===== src/rtl/sync_fifo_gen2.sv =====
// ---------------------------------------------------------------------------
// sync_fifo_gen2 -- single-clock FIFO with occupancy count, almost-full and
// almost-empty thresholds, and one-cycle overflow/underflow pulses.
//
// Build option:
//   FIFO_FWFT_EN  defined   -> first-word-fall-through read data (0-cycle)
//                 undefined -> registered read data (1-cycle latency)
//
// DEPTH must be a power of two (>= 2) so the pointers wrap naturally.
// ---------------------------------------------------------------------------
module sync_fifo_gen2 #(
   parameter int DEPTH    = 8,
   parameter int WIDTH    = 8,
   parameter int AF_LEVEL = DEPTH - 2,
   parameter int AE_LEVEL = 2
) (
   input  logic                         clk,
   input  logic                         rst,
   input  logic                         w_en,
   input  logic                         r_en,
   input  logic [WIDTH-1:0]             data_in,
   output logic [WIDTH-1:0]             data_out,
   output logic                         full,
   output logic                         empty,
   output logic                         almost_full,
   output logic                         almost_empty,
   output logic [$clog2(DEPTH+1)-1:0]   count,
   output logic                         overflow,
   output logic                         underflow
);

   localparam int PW = $clog2(DEPTH);
   localparam int CW = $clog2(DEPTH + 1);

   localparam logic [CW-1:0] C_DEPTH = CW'(DEPTH);
   localparam logic [CW-1:0] C_AF    = CW'(AF_LEVEL);
   localparam logic [CW-1:0] C_AE    = CW'(AE_LEVEL);

   logic [WIDTH-1:0] r_mem [DEPTH];
   logic [PW-1:0]    r_wr_ptr;
   logic [PW-1:0]    r_rd_ptr;
   logic [CW-1:0]    r_count;
   logic             r_overflow;
   logic             r_underflow;

   logic             w_wr_acc;
   logic             w_rd_acc;

   // Flags decode straight from the registered count: no extra latency.
   assign full         = (r_count == C_DEPTH);
   assign empty        = (r_count == '0);
   assign almost_full  = (r_count >= C_AF);
   assign almost_empty = (r_count <= C_AE);
   assign count        = r_count;
   assign overflow     = r_overflow;
   assign underflow    = r_underflow;

   // Acceptance uses the pre-edge flags, so a full FIFO still takes a read
   // and an empty FIFO still takes a write in the same cycle.
   assign w_wr_acc = w_en & ~full;
   assign w_rd_acc = r_en & ~empty;

   // Storage array: written on accepted writes only.
   // NOTE: the memory has no reset; pointers and count are reset instead, so
   // stale entries can never be read and the array maps onto plain RAM.
   always_ff @(posedge clk) begin
      if (w_wr_acc && !rst) begin
         r_mem[r_wr_ptr] <= data_in;
      end
   end

   // Pointers, occupancy and the rejected-request pulses.
   // NOTE: all state uses non-blocking assignments so every register samples
   // the same pre-edge values regardless of statement order.
   always_ff @(posedge clk or posedge rst) begin
      if (rst) begin
         r_wr_ptr    <= '0;
         r_rd_ptr    <= '0;
         r_count     <= '0;
         r_overflow  <= 1'b0;
         r_underflow <= 1'b0;
      end else begin
         r_overflow  <= w_en & full;
         r_underflow <= r_en & empty;
         if (w_wr_acc) begin
            r_wr_ptr <= r_wr_ptr + PW'(1);
         end
         if (w_rd_acc) begin
            r_rd_ptr <= r_rd_ptr + PW'(1);
         end
         case ({w_wr_acc, w_rd_acc})
            2'b10:   r_count <= r_count + CW'(1);
            2'b01:   r_count <= r_count - CW'(1);
            default: r_count <= r_count;
         endcase
      end
   end

`ifdef FIFO_FWFT_EN
   // Head entry shown combinationally; zero while the FIFO is empty.
   // NOTE: both branches drive data_out, so no latch is inferred.
   always_comb begin
      data_out = '0;
      if (!empty) begin
         data_out = r_mem[r_rd_ptr];
      end
   end
`else
   logic [WIDTH-1:0] r_data_out;

   // Registered read data: loads the head on an accepted read, else holds.
   always_ff @(posedge clk or posedge rst) begin
      if (rst) begin
         r_data_out <= '0;
      end else if (w_rd_acc) begin
         r_data_out <= r_mem[r_rd_ptr];
      end
   end

   assign data_out = r_data_out;
`endif

endmodule


===== config.mk =====
export PLATFORM = sky130hd
export DESIGN_NAME = sync_fifo_gen2
export DESIGN_NICKNAME = d
export VERILOG_FILES = /design/src/rtl/sync_fifo_gen2.sv
export SDC_FILE = /design/constraint.sdc
export NUM_CORES = 1
export LEC_CHECK = 0
export CAP_MARGIN = 20
export CORE_ASPECT_RATIO = 1.1
export CORE_MARGIN = 8
export CORE_UTILIZATION = 40
export DETAILED_ROUTE_END_ITERATION = 10
export PLACE_DENSITY = 0.64
export SETUP_SLACK_MARGIN = 0.15
export SLEW_MARGIN = 20
export SYNTH_ARGS = -nofsm -noshare
export SYNTH_HDL_FRONTEND = slang
export SYNTH_SLANG_ARGS = --single-unit

===== constraint.sdc =====
create_clock -name clk -period 4.8 [get_ports clk]
set_clock_uncertainty 0.2 [all_clocks]
set_input_delay 0.72 -clock clk [delete_from_list [all_inputs] [get_ports clk]]
set_output_delay 0.72 -clock clk [all_outputs]
set_load 0.02 [all_outputs]

Word level (Yosys, flattened, before mapping). Memory sizes are Yosys's and may differ from the RTL's. A register that Yosys moved wholly into a read port is not among the register bits. Index checks and enable logic that the tools add are counted.

Register bits: 12. RAM bits: 64. Input bits: 12. Memories: 1.

Add/subtract/negate cells: 4. Magnitude comparators: 2. Equality and inequality tests: 3. Muxes and demuxes: 3. Bitwise gates (word level): 6. Reduce and logical (&&, ||, !) cells: 4.

Memories: r_mem (words 8, bits a word 8, rd ports 1, clocked after Yosys merged registers in 1, wr ports 1, RTL line 39) `logic [WIDTH-1:0] r_mem [DEPTH];`.

Operators with widths (count): $pmux 4 s2 (1); $add 3x1->3 const B (2); $add 4x1->4 const B (1); $and 1x1->1 (4); $eq 4x4->1 const B (1); $ge 4x3->1 const B (1); $le 4x2->1 const B (1); $logic_not 4->1 (1); $sub 4x1->4 const B (1); $eq 2x1->1 const B (1); $eq 2x2->1 const B (1); $mux 1 (2); $not 1->1 (2); $reduce_bool 2->1 (1); $logic_and 1x1->1 (1); $logic_not 1->1 (1).

Logic depth before layout (Yosys ltp). Gate-level depths: netlist (run 1).

Depth in word-level cells: 6. Depth in mapped cells: 12. Mapped depth without buffers: 10.

Worst setup path after synthesis (run 1). OpenSTA, ideal clock, no wires.

Path kind: reg-to-reg. From: register r_count[1], in the netlist count[1]. To: register r_count[2], in the netlist count[2]. Library setup time: 0.128 ns. Arrival: 2.468 ns. Data required time: 4.472 ns. Slack: 2.005 ns. Cell stages (with the launch flop): 13. Period minus slack after synthesis: 2.795 ns. Cell sequence: dfrtp_1 -> buf_4 -> nor4_4 -> nand2b_1 -> buf_6 -> inv_2 -> ha_1 -> xor2_1 -> ha_1 -> a21oi_1 -> xor2_1 -> nor2_1 -> xor2_1.

Longest elaborated chain between the ends: 5. Elaborated cells on any way between the ends: 12. Classes of those cells: 2 x add/sub; 3 x eq/ne; 1 x mux; 4 x bitwise; 2 x reduce/logical.

Ends and longest elaborated chain: start: declaration (RTL line 42) `logic [CW-1:0] r_count;`; start signal: assignment (RTL line 92) `2'b10: r_count <= r_count + CW'(1);`; start signal: assignment (RTL line 93) `2'b01: r_count <= r_count - CW'(1);`; start signal: assignment (RTL line 94) `default: r_count <= r_count;`; $logic_not 4->1 (*) (RTL line 51) `assign empty = (r_count == '0);`; via empty (RTL line 24) `output logic empty,`; $not 1->1 (*) (RTL line 61) `assign w_rd_acc = r_en & ~empty;`; $and 1x1->1 (*) (RTL line 61); via w_rd_acc (RTL line 47) `logic w_rd_acc;`; $eq 2x1->1 or $eq 2x2->1 (tied branches) (RTL line 91) `case ({w_wr_acc, w_rd_acc})`; $pmux 4 s2 or $reduce_bool 2->1 (tied branches).

Mark *: on every way through the listed nets, which the timed path passes. The rest lies on a longest branch. A chain may end at the register's enable or synchronous reset.

Worst setup path in the final report (run 1).
From: register r_count[1], in the netlist count[1]. To: register r_count[2], in the netlist count[2].

Longest elaborated chain between the ends: 5. Elaborated cells on any way between the ends: 12. Classes of those cells: 2 x add/sub; 3 x eq/ne; 1 x mux; 4 x bitwise; 2 x reduce/logical.

Ends and longest elaborated chain (RTL line): $logic_not 4->1 (*) (51); $not 1->1 (*) (61); $and 1x1->1 (*) (61); via w_rd_acc (47); $eq 2x1->1 or $eq 2x2->1 (tied branches) (91); $pmux 4 s2 or $reduce_bool 2->1 (tied branches).

Marks and branches as above.

==> metrics.yaml, run 1 <==
floorplan:
  io_pins: 30
  core_um2: 8740
  die_x_um: 106
  die_h_um: 115
  start_util: 0.404
  die_area_um2: 12100
  rows: 36
synth:
  syn_area_per_cell_um2: 16.0
  synth_top_area_cell: "edfxtp_1"
  synth_flop_cell: "edfxtp_1"
  yosysTopAreaCellShare: 0.544
  syn_nets: 238
  ys_types: 40
  yosys_warnings: 0
  synthTopCellsByCount: "edfxtp_1 (64), dfrtp_1 (20), nand2_1 (20)"
  synth_cells: 221
  ys_seq_area_frac: 0.686
  synth_area_um2: 3530
  synth_edf_count: 64
  ys_ff_latch: 84
  ys_top_cells_by_area: "edfxtp_1 (54%), dfrtp_1 (14%), mux2_2 (5.4%)"
  ys_async_sr_fraction: 0.238
  yosysMostFrequentCell: "edfxtp_1"
clocking:
  cts_tree: "yes"
  cts_root_buffer: "clkbuf_8"
  hold_buffers: 0
  path_clk_slew_ps: 80
  numCtsBuffers: 9
  post_cts_buffers: 0
  cts_resized: 0
  clock_path_buffers: 2
  clk_latency_ps: 350
  htreeDepth: 3
  clock-sinks: 84
finish:
  area.growth.synth_to_final_pct: 15.3
  instances_no_fill: 373
  antenna_cells: 0
  post-route-util: 0.466
  fin_nets: 271
  n_fill_cell: 786
  drive_gt1_frac: 0.197
worst_setup_path:
  cp_num_buf_inv: 1
  cp.required_ps: 4830
  critPathMaxFanout: 19
  r2r_start: "count[1]"
  crit_family: "simple AND/OR/NAND/NOR gates"
  critPathKind: "register to register"
  reg2reg_to: "count[2]"
  end_kind: "register"
  critPathSlowestCell: "nand2b_1"
  r2r_setup_slack_ps: 1630
  timing.critical_path.mode_cell: "xor2_1"
  start_kind: "register"
  cp.arrival_ps: 3200
  worstRegToRegCells: 10
  path_cells: "nor4_4, nand2b_1, inv_2, ha_1, xor2_1, ha_1, a21oi_1, xor2_1, nor2_1, xor2_1"
  slowest_delay_ps: 690
timing:
  period_needed_ps: 3170
  whs_ps: 280
  finalCritPeriodShare: 0.660
  rsz0062_at_grt: "no"
  slew_viol_final: 0
  fin_tns_setup_ps: 0
  worst_slew_pin_slew_ps: 871
  relSlewSlack: 0.419
  fmax_ghz: 0.316
  finalHoldViolCount: 0
  setup_viol: 0
route:
  drt_pre_antenna_iters: 4
  met2WireLength_um: 2840
  num_vias: 1812
  via_per_inst: 4.86
  wl_met1_um: 2790
  drt_iter0_markers: 91
  drt_wl_total_um: 5960
  avgRoutedWirePerCell_um: 16.0
  top_layer: "met4"
  ant_nets: 0
  route.met3.wl_um: 212
  drc: 0
global_routing:
  grt_first_pass_wirelength_um: 9980
  gr-total-overflow: 0
  grt_pass1_vias: 1909
  antenna_found_initial: 0
  grt_usage: 0.107
  grt_max_degree: 22
power:
  irDropWorstVdd_uv: 152
  leakagePower_nw: 1.47
  p_per_area_nw_per_um2: 578
place:
  placedCellCount: 357
  portBuffers: 29
  place_congestion: 0.714
  hpwlAfterDp_um: 4120
min_path:
  hold_end: "data_out[5]"
  hp-start: "data_out[5]"
  hold_depth: 2
  hold_class: "register to register"
flow_run:
  cap_violations: 0
outcome:
  outcome: "completed"
-- layout make-up --
class                      count  area, µm²  share of cell area
sequential                    84       2420               0.595
tap                          114        143              0.0350
clock buffer                  10        138              0.0338
multi-input combinational    123        986               0.242
timing repair buffer          33        320              0.0786
clock inverter                 6       53.8              0.0132
inverter                       3       11.3             0.00276
-- report_power, final --
group | internal (mW) | total [mW] | switching, mW
registers | 0.907 | 1.06 | 0.149
logic | 0.408 | 0.811 | 0.403
clock network | 0.249 | 0.488 | 0.239
total | 1.56 | 2.35 | 0.791
-- per-stage QoR --
step / total power, mW / cell area, µm² / worst slack [ps]
final: 2.35 / 4070 / 1630
after global routing: 2.51 / 4070 / 1340
after CTS: 2.39 / 4070 / 1590
after detailed placement: 1.90 / 3880 / 1420
after global placement: 1.89 / 3880 / 1440
after floorplan: 1.68 / 3530 / 2000
-- worst register-to-register path: stages (launching register included) --
cell and delay [ps]:
dfrtp_1 530, nor4_4 330, nand2b_1 690, inv_2 140, ha_1 290, xor2_1 160, ha_1 190, a21oi_1 140
xor2_1 160, nor2_1 60, xor2_1 140
-- worst max-delay path by stage --
stage / startpoint / to / cells past startpoint
floorplan: count[1] / count[2] / 12
global placement: r_en / count[2] / 10
detailed placement: r_en / count[2] / 10
CTS: count[1] / count[2] / 10
global route: count[1] / count[2] / 10
finish: count[1] / count[2] / 10
-- logic make-up (layout without fill, tap and decap cells) --
| group | after synthesis | count (layout) | share of synthesized area |
|---|---|---|---|
| buffers and inverters | 14 | 52 | 0.0351 |
| muxes | 33 | 33 | 0.0995 |
| xor gates and xnor gates | 9 | 9 | 0.0223 |
| DFF | 84 | 84 | 0.686 |
| and+or+nand+nor | 47 | 47 | 0.0740 |
| AOI/OAI and AO/OA | 29 | 29 | 0.0655 |
| adders and majority gates | 5 | 5 | 0.0177 |
-- registers in the layout, indices dropped and copies added (netlist names) --
register and count:
underflow 1, overflow 1, r_mem 64, data_out 8, r_rd_ptr 3, count 4, r_wr_ptr 3
-- per-layer routing --
metal | up-vias | track usage
met5 | - | 0
li1 | 903 | -
met4 | 0 | 0.0620
met3 | 9 | 0.0276
met2 | 34 | 0.171
met1 | 866 | 0.129
-- layout by cell type (no fill, tap or decap), types with 2 or more instances in the layout --
cell,synthesis,routed
xor2_1,3,3
nor2_1,9,9
a221o_1,8,8
ha_1,5,5
clkbuf_8,0,10
inv_1,2,2
o22ai_1,8,8
o21ai_0,2,2
clkdlybuf4s50_1,0,29
nand2_1,20,20
o21ai_2,8,8
clkinv_2,0,4
edfxtp_1,64,64
nand2b_1,3,3
xnor2_1,6,6
dfrtp_1,20,20
mux2i_1,16,16
and3_1,2,2
buf_4,1,4
mux2_2,17,17
Note: power is estimated with default switching activity, not from simulation.
==> run 2: changes to the inputs <==
==> constraint.sdc (replaced) <==
create_clock -name clk -period 3.25 [get_ports clk]
set_clock_uncertainty 0.2 [all_clocks]
set_input_delay 0.4875 -clock clk [delete_from_list [all_inputs] [get_ports clk]]
set_output_delay 0.4875 -clock clk [all_outputs]
set_load 0.02 [all_outputs]
==> run 2 against run 1 <==
Against the previous run: clock-buffer cell count is 1 lower; global-route usage is 0.59 points higher; core utilization rose by 0.23 points; non-clock buffer count up 5; design area grew 0.49%; critical path type is now register to output port; register-to-register slack got worse by 1000 ps; clock power grew 35%; die area did not move; via count is 2.5% higher; setup slack lost 1000 ps; sequential power is 42% higher; critical path depth shrank 8.
==> metrics.yaml, run 2 (same netlist as run 1, synthesis figures left out) <==
outcome:
  outcome: "completed"
route:
  ant_nets: 0  # unchanged
  drc: 0  # unchanged
  drt_wl_total_um: 6330  # +6.2%
  drt_pre_antenna_iters: 4  # unchanged
  via_per_inst: 4.91  # +1.1%
  num_vias: 1857  # +2.5%
  avgRoutedWirePerCell_um: 16.8  # +4.8%
  drt_iter0_markers: 57  # -37%
clocking:
  cts_resized: 0  # unchanged
  numCtsBuffers: 9  # unchanged
  htreeDepth: 3  # unchanged
  cts_root_buffer: "clkbuf_8"
  path_clk_slew_ps: 90  # about the same
  cts_tree: "yes"
  hold_buffers: 0  # unchanged
  clock-sinks: 84  # unchanged
  clk_latency_ps: 350  # about the same
  clock_path_buffers: 2  # unchanged
  post_cts_buffers: 0  # unchanged
worst_setup_path:
  cp.arrival_ps: 1950  # -1250 ps
  critPathKind: "register to output port"
  end_kind: "output port"
  reg2reg_to: "count[2]"
  cp.required_ps: 2560  # -2270 ps
  critPathMaxFanout: 10  # -9
  r2r_start: "count[1]"
  worstRegToRegCells: 10  # unchanged
  start_kind: "register"
  r2r_setup_slack_ps: 620  # -1010 ps
finish:
  fin_nets: 276  # +1.8%
  largest_reg_flops: 64  # unchanged
  layout_common_cells: "edfxtp_1 (64), clkdlybuf4s50_1 (29), nand2_1 (20), dfrtp_1 (20), mux2_2 (17)"
  regMostFlops: "r_mem"
  final_cell_area_um2: 4090  # +0.49%
  n_fill_cell: 797  # +1.4%
  layout_commonest_cell: "edfxtp_1"
  area.growth.synth_to_final_pct: 15.9
  drive_gt1_frac: 0.212  # +0.0152
  antenna_cells: 0  # unchanged
global_routing:
  gr-total-overflow: 0  # unchanged
  grt_usage: 0.113  # +0.00591
  grt_first_pass_wirelength_um: 10300  # +3.3%
  antenna_found_initial: 0  # unchanged
  grt_max_degree: 35  # +59%
  grt_pass1_vias: 1946  # +1.9%
timing:
  slew_viol_final: 0  # unchanged
  period_needed_ps: 2630
  fin_tns_setup_ps: 0  # unchanged
  relSlewSlack: 0.547  # +0.127
  finalHoldViolCount: 0  # unchanged
  finalCritPeriodShare: 0.810
  fmax_ghz: 0.380
  setup_viol: 0  # unchanged
  worst_slew_pin_slew_ps: 677  # -194 ps
  rsz0062_at_grt: "no"
place:
  portBuffers: 29  # unchanged
  placed_area_um2: 3920  # +0.97%
  place_congestion: 0.715  # +0.18%
  hpwlAfterDp_um: 4070  # -1.3%
min_path:
  hp-start: "data_out[1]"
  hold_depth: 2  # unchanged
  hold_end: "data_out[1]"
  hold_class: "register to register"
floorplan:
  start_util: 0.404  # unchanged
  rows: 36  # unchanged
  core_um2: 8740  # unchanged
  die_h_um: 115  # unchanged
  die_area_um2: 12100  # unchanged
  io_pins: 30  # unchanged
  die_x_um: 106  # unchanged
power:
  p_per_area_nw_per_um2: 843  # +46%
  leakagePower_nw: 1.48  # +0.42%
  irDropWorstVdd_uv: 278  # +83%
flow_run:
  cap_violations: 0  # unchanged
==> run 2: changes by cell type in the layout (fill, tap and decap cells not counted) <==
cell        change
buf_4           +5
clkinv_2        -3
clkinvlp_4      +2
inv_6           +2
bufinv_16       -1
clkbuf_8        -1
clkinv_4        +1
==> run 2: worst max path at each step <==
stage,start,end,slack (ps),cells after the start
after global placement,w_en,count[2],520,10
after global routing,count[1],count[2],460,10
after detailed placement,w_en,count[2],450,10
final,count[1],full,620,2
after floorplan,count[1],count[2],450,12
after CTS,count[0],full,570,2
==> run 2: critical path: stages, from the launching register on <==
cell	delay (ps)
dfrtp_1	530
nor4b_4	380
clkdlybuf4s50_1	680
==> run 2: layout make-up <==
| class | instances | area (µm²) | share of cell area |
|---|---|---|---|
| sequential | 84 | 2420 | 0.592 |
| clock buffer | 9 | 124 | 0.0303 |
| timing repair buffer | 38 | 358 | 0.0874 |
| tap | 114 | 143 | 0.0348 |
| clock inverter | 7 | 50.0 | 0.0122 |
| inverter | 3 | 11.3 | 0.00275 |
| multi-input combinational | 123 | 986 | 0.241 |
==> run 2: per-layer routing <==
layer / wire [µm] / track usage
met4: 146 / 0.0704
met3: 189 / 0.0214
met1: 2920 / 0.138
met5: 0 / 0
met2: 3080 / 0.182
==> run 2: metrics by stage <==
stage / cells / hold slack, ps / worst slack, ps / power (mW) / utilization
detailed placement: 362 / 272 / 448 / 2.84 / 0.449
CTS: 378 / 292 / 573 / 3.49 / 0.468
global placement: 362 / 265 / 519 / 2.80 / 0.449
floorplan: 221 / 260 / 455 / 2.48 / -
global route: 378 / 313 / 459 / 3.66 / 0.468
finish: 378 / 283 / 616 / 3.45 / 0.468
==> run 2: where the power goes <==
| group | switching, mW | internal [mW] | total (mW) |
|---|---|---|---|
| sequential | 0.169 | 1.34 | 1.51 |
| clock | 0.381 | 0.280 | 0.661 |
| combinational | 0.671 | 0.609 | 1.28 |
==> run 3: changes to the inputs <==
--- a/config.mk
+++ b/config.mk
@@ -10,7 +10,7 @@
 export CORE_MARGIN = 8
 export CORE_UTILIZATION = 40
 export DETAILED_ROUTE_END_ITERATION = 10
-export PLACE_DENSITY = 0.64
+export PLACE_DENSITY = 0.66
 export SETUP_SLACK_MARGIN = 0.15
 export SLEW_MARGIN = 20
 export SYNTH_ARGS = -nofsm -noshare
==> constraint.sdc (replaced) <==
create_clock -name clk -period 2.1 [get_ports clk]
set_clock_uncertainty 0.2 [all_clocks]
set_input_delay 0.315 -clock clk [delete_from_list [all_inputs] [get_ports clk]]
set_output_delay 0.315 -clock clk [all_outputs]
set_load 0.02 [all_outputs]
==> run 3 against run 2 <==
Against the previous run: the run now ends with negative setup slack left; via count grew 7.2%; non-clock buffer count grew 25; clock-buffer cell count grew 2; setup slack lost 760 ps; core utilization grew 5.3 points; routed wire length shrank 2.1%; sequential share of layout area shrank 5.9 points; die area is the same; worst hold slack lost 93 ps; final cell count grew 6.6%; combinational power grew 86%; largest power group is now combinational cells; highest routed layer unchanged.
==> metrics.yaml, run 3 (same netlist as run 1, synthesis figures left out) <==
outcome:
  outcome: "finished with violations"
  violations: "negative setup slack"
timing:
  slew_viol_final: 0  # unchanged
  relSlewSlack: 0.706  # +0.159
  finalCritPeriodShare: 1.07
  period_needed_ps: 2250
  fmax_ghz: 0.445
  setup_ws_ps: -147  # -764 ps
  whs_ps: 190  # -92.6 ps
  setup_viol: 3  # +3
  finalHoldViolCount: 0  # unchanged
  rsz0062_at_grt: "yes"
  worst_slew_pin_slew_ps: 441  # -236 ps
worst_setup_path:
  start_kind: "register"
  cp.arrival_ps: 2280  # +330 ps
  critPathMaxFanout: 3  # -7
  reg2reg_to: "count[2]"
  r2r_setup_slack_ps: -150  # -760 ps
  end_kind: "register"
  r2r_start: "count[0]"
  cp.required_ps: 2130  # -430 ps
  worstRegToRegCells: 10  # unchanged
  critPathKind: "register to register"
route:
  drc: 0  # unchanged
  via_per_inst: 4.94  # +0.51%
  avgRoutedWirePerCell_um: 15.4  # -8.2%
  drt_iter0_markers: 78  # +37%
  drt_wl_total_um: 6200  # -2.1%
  ant_nets: 0  # unchanged
  num_vias: 1990  # +7.2%
  drt_pre_antenna_iters: 4  # unchanged
floorplan:
  rows: 36  # unchanged
  core_um2: 8740  # unchanged
  io_pins: 30  # unchanged
  die_area_um2: 12100  # unchanged
  die_x_um: 106  # unchanged
  start_util: 0.404  # unchanged
  die_h_um: 115  # unchanged
min_path:
  hold_class: "input port to asynchronous set/reset pin"
finish:
  antenna_cells: 0  # unchanged
  drive_gt1_frac: 0.363  # +0.151
  regMostFlops: "r_mem"
  post-route-util: 0.521  # +0.0530
  layout_common_cells: "edfxtp_1 (64), clkdlybuf4s50_1 (21), buf_4 (20)"
  largest_reg_flops: 64  # unchanged
  instances_no_fill: 403  # +6.6%
  n_fill_cell: 731  # -8.3%
  layout_commonest_cell: "edfxtp_1"
  area.growth.synth_to_final_pct: 29.0
  final_cell_area_um2: 4560  # +11%
  fin_nets: 301  # +9.1%
global_routing:
  grt_max_degree: 35  # unchanged
  antenna_found_initial: 0  # unchanged
  grt_usage: 0.110  # -0.00350
  grt_pass1_vias: 2092  # +7.5%
  gr-total-overflow: 0  # unchanged
  grt_first_pass_wirelength_um: 10200  # -0.60%
clocking:
  htreeDepth: 3  # unchanged
  cts_tree: "yes"
  cts_root_buffer: "clkbuf_8"
  clk_latency_ps: 350  # about the same
  clock_path_buffers: 2  # unchanged
  path_clk_slew_ps: 80  # about the same
  numCtsBuffers: 9  # unchanged
  clock-sinks: 84  # unchanged
power:
  p_per_area_nw_per_um2: 1300  # +54%
  leakagePower_nw: 1.68  # +13%
  power_mw: 5.93  # +72%
  irDropWorstVdd_uv: 432  # +55%
flow_run:
  cap_violations: 0  # unchanged
place:
  place_congestion: 0.724  # +1.2%
  placedCellCount: 376  # +3.9%
  placed_area_um2: 4190  # +7.0%
  hpwlAfterDp_um: 4270  # +5.0%
  portBuffers: 29  # unchanged
==> run 3: per-layer routing <==
layer,vias up,track usage,share of wire
met2,34,0.180,0.50
met4,0,0.0695,0.024
li1,962,-,-
met5,-,0,0
met3,12,0.0282,0.038
met1,982,0.126,0.44
==> run 3: stage by stage <==
stage / TNS (ps) / setup slack [ps]
after floorplan: -1580 / -552
after global placement: -1350 / -159
after detailed placement: -2600 / -241
after CTS: -322 / -155
after global routing: -736 / -301
final: -288 / -147
==> run 3: final cells by class <==
class	count	area, µm²	share of cell area
well taps	114	143	0.0313
clock buffers	11	131	0.0288
inverters	3	18.8	0.00412
multi-input cells	123	1110	0.244
repair buffers	63	648	0.142
flip-flops and latches	84	2430	0.533
clock inverters	5	77.6	0.0170
==> run 3: power by group <==
group	switching (mW)	internal [mW]	total, mW	leakage (nW)
clock	0.535	0.667	1.20	0.105
combinational	1.17	1.21	2.38	0.758
sequential	0.259	2.08	2.34	0.816
total	1.97	3.96	5.93	1.68
==> run 3: critical path: stages, from the launching register on <==
cell and delay, ps:
dfrtp_2 450, nor4_4 280, nand2b_4 210, inv_8 40, ha_4 160, xor2_2 140, ha_2 170, a21oi_2 120
xor2_1 160, nor2_1 70, xor2_1 140
==> run 3: worst max path at each step <==
| stage | startpoint | to | slack, ps | cells past startpoint |
|---|---|---|---|---|
| final | count[0] | count[2] | -150 | 10 |
| after global routing | count[0] | count[2] | -300 | 10 |
| after CTS | count[2] | count[2] | -150 | 10 |
| after detailed placement | w_en | count[2] | -240 | 10 |
| after global placement | w_en | count[2] | -160 | 10 |
| after floorplan | count[2] | count[2] | -550 | 12 |
==> run 3: repair_timing <==
action                                  4_1_cts  5_1_grt
buffers inserted                              6        5
resized for setup                            39        5
pin swaps                                    10        9
endpoints found under the setup margin       52       47
hold buffers                                  0        0
gates cloned                                  0        0
hold endpoints to repair                      0        0
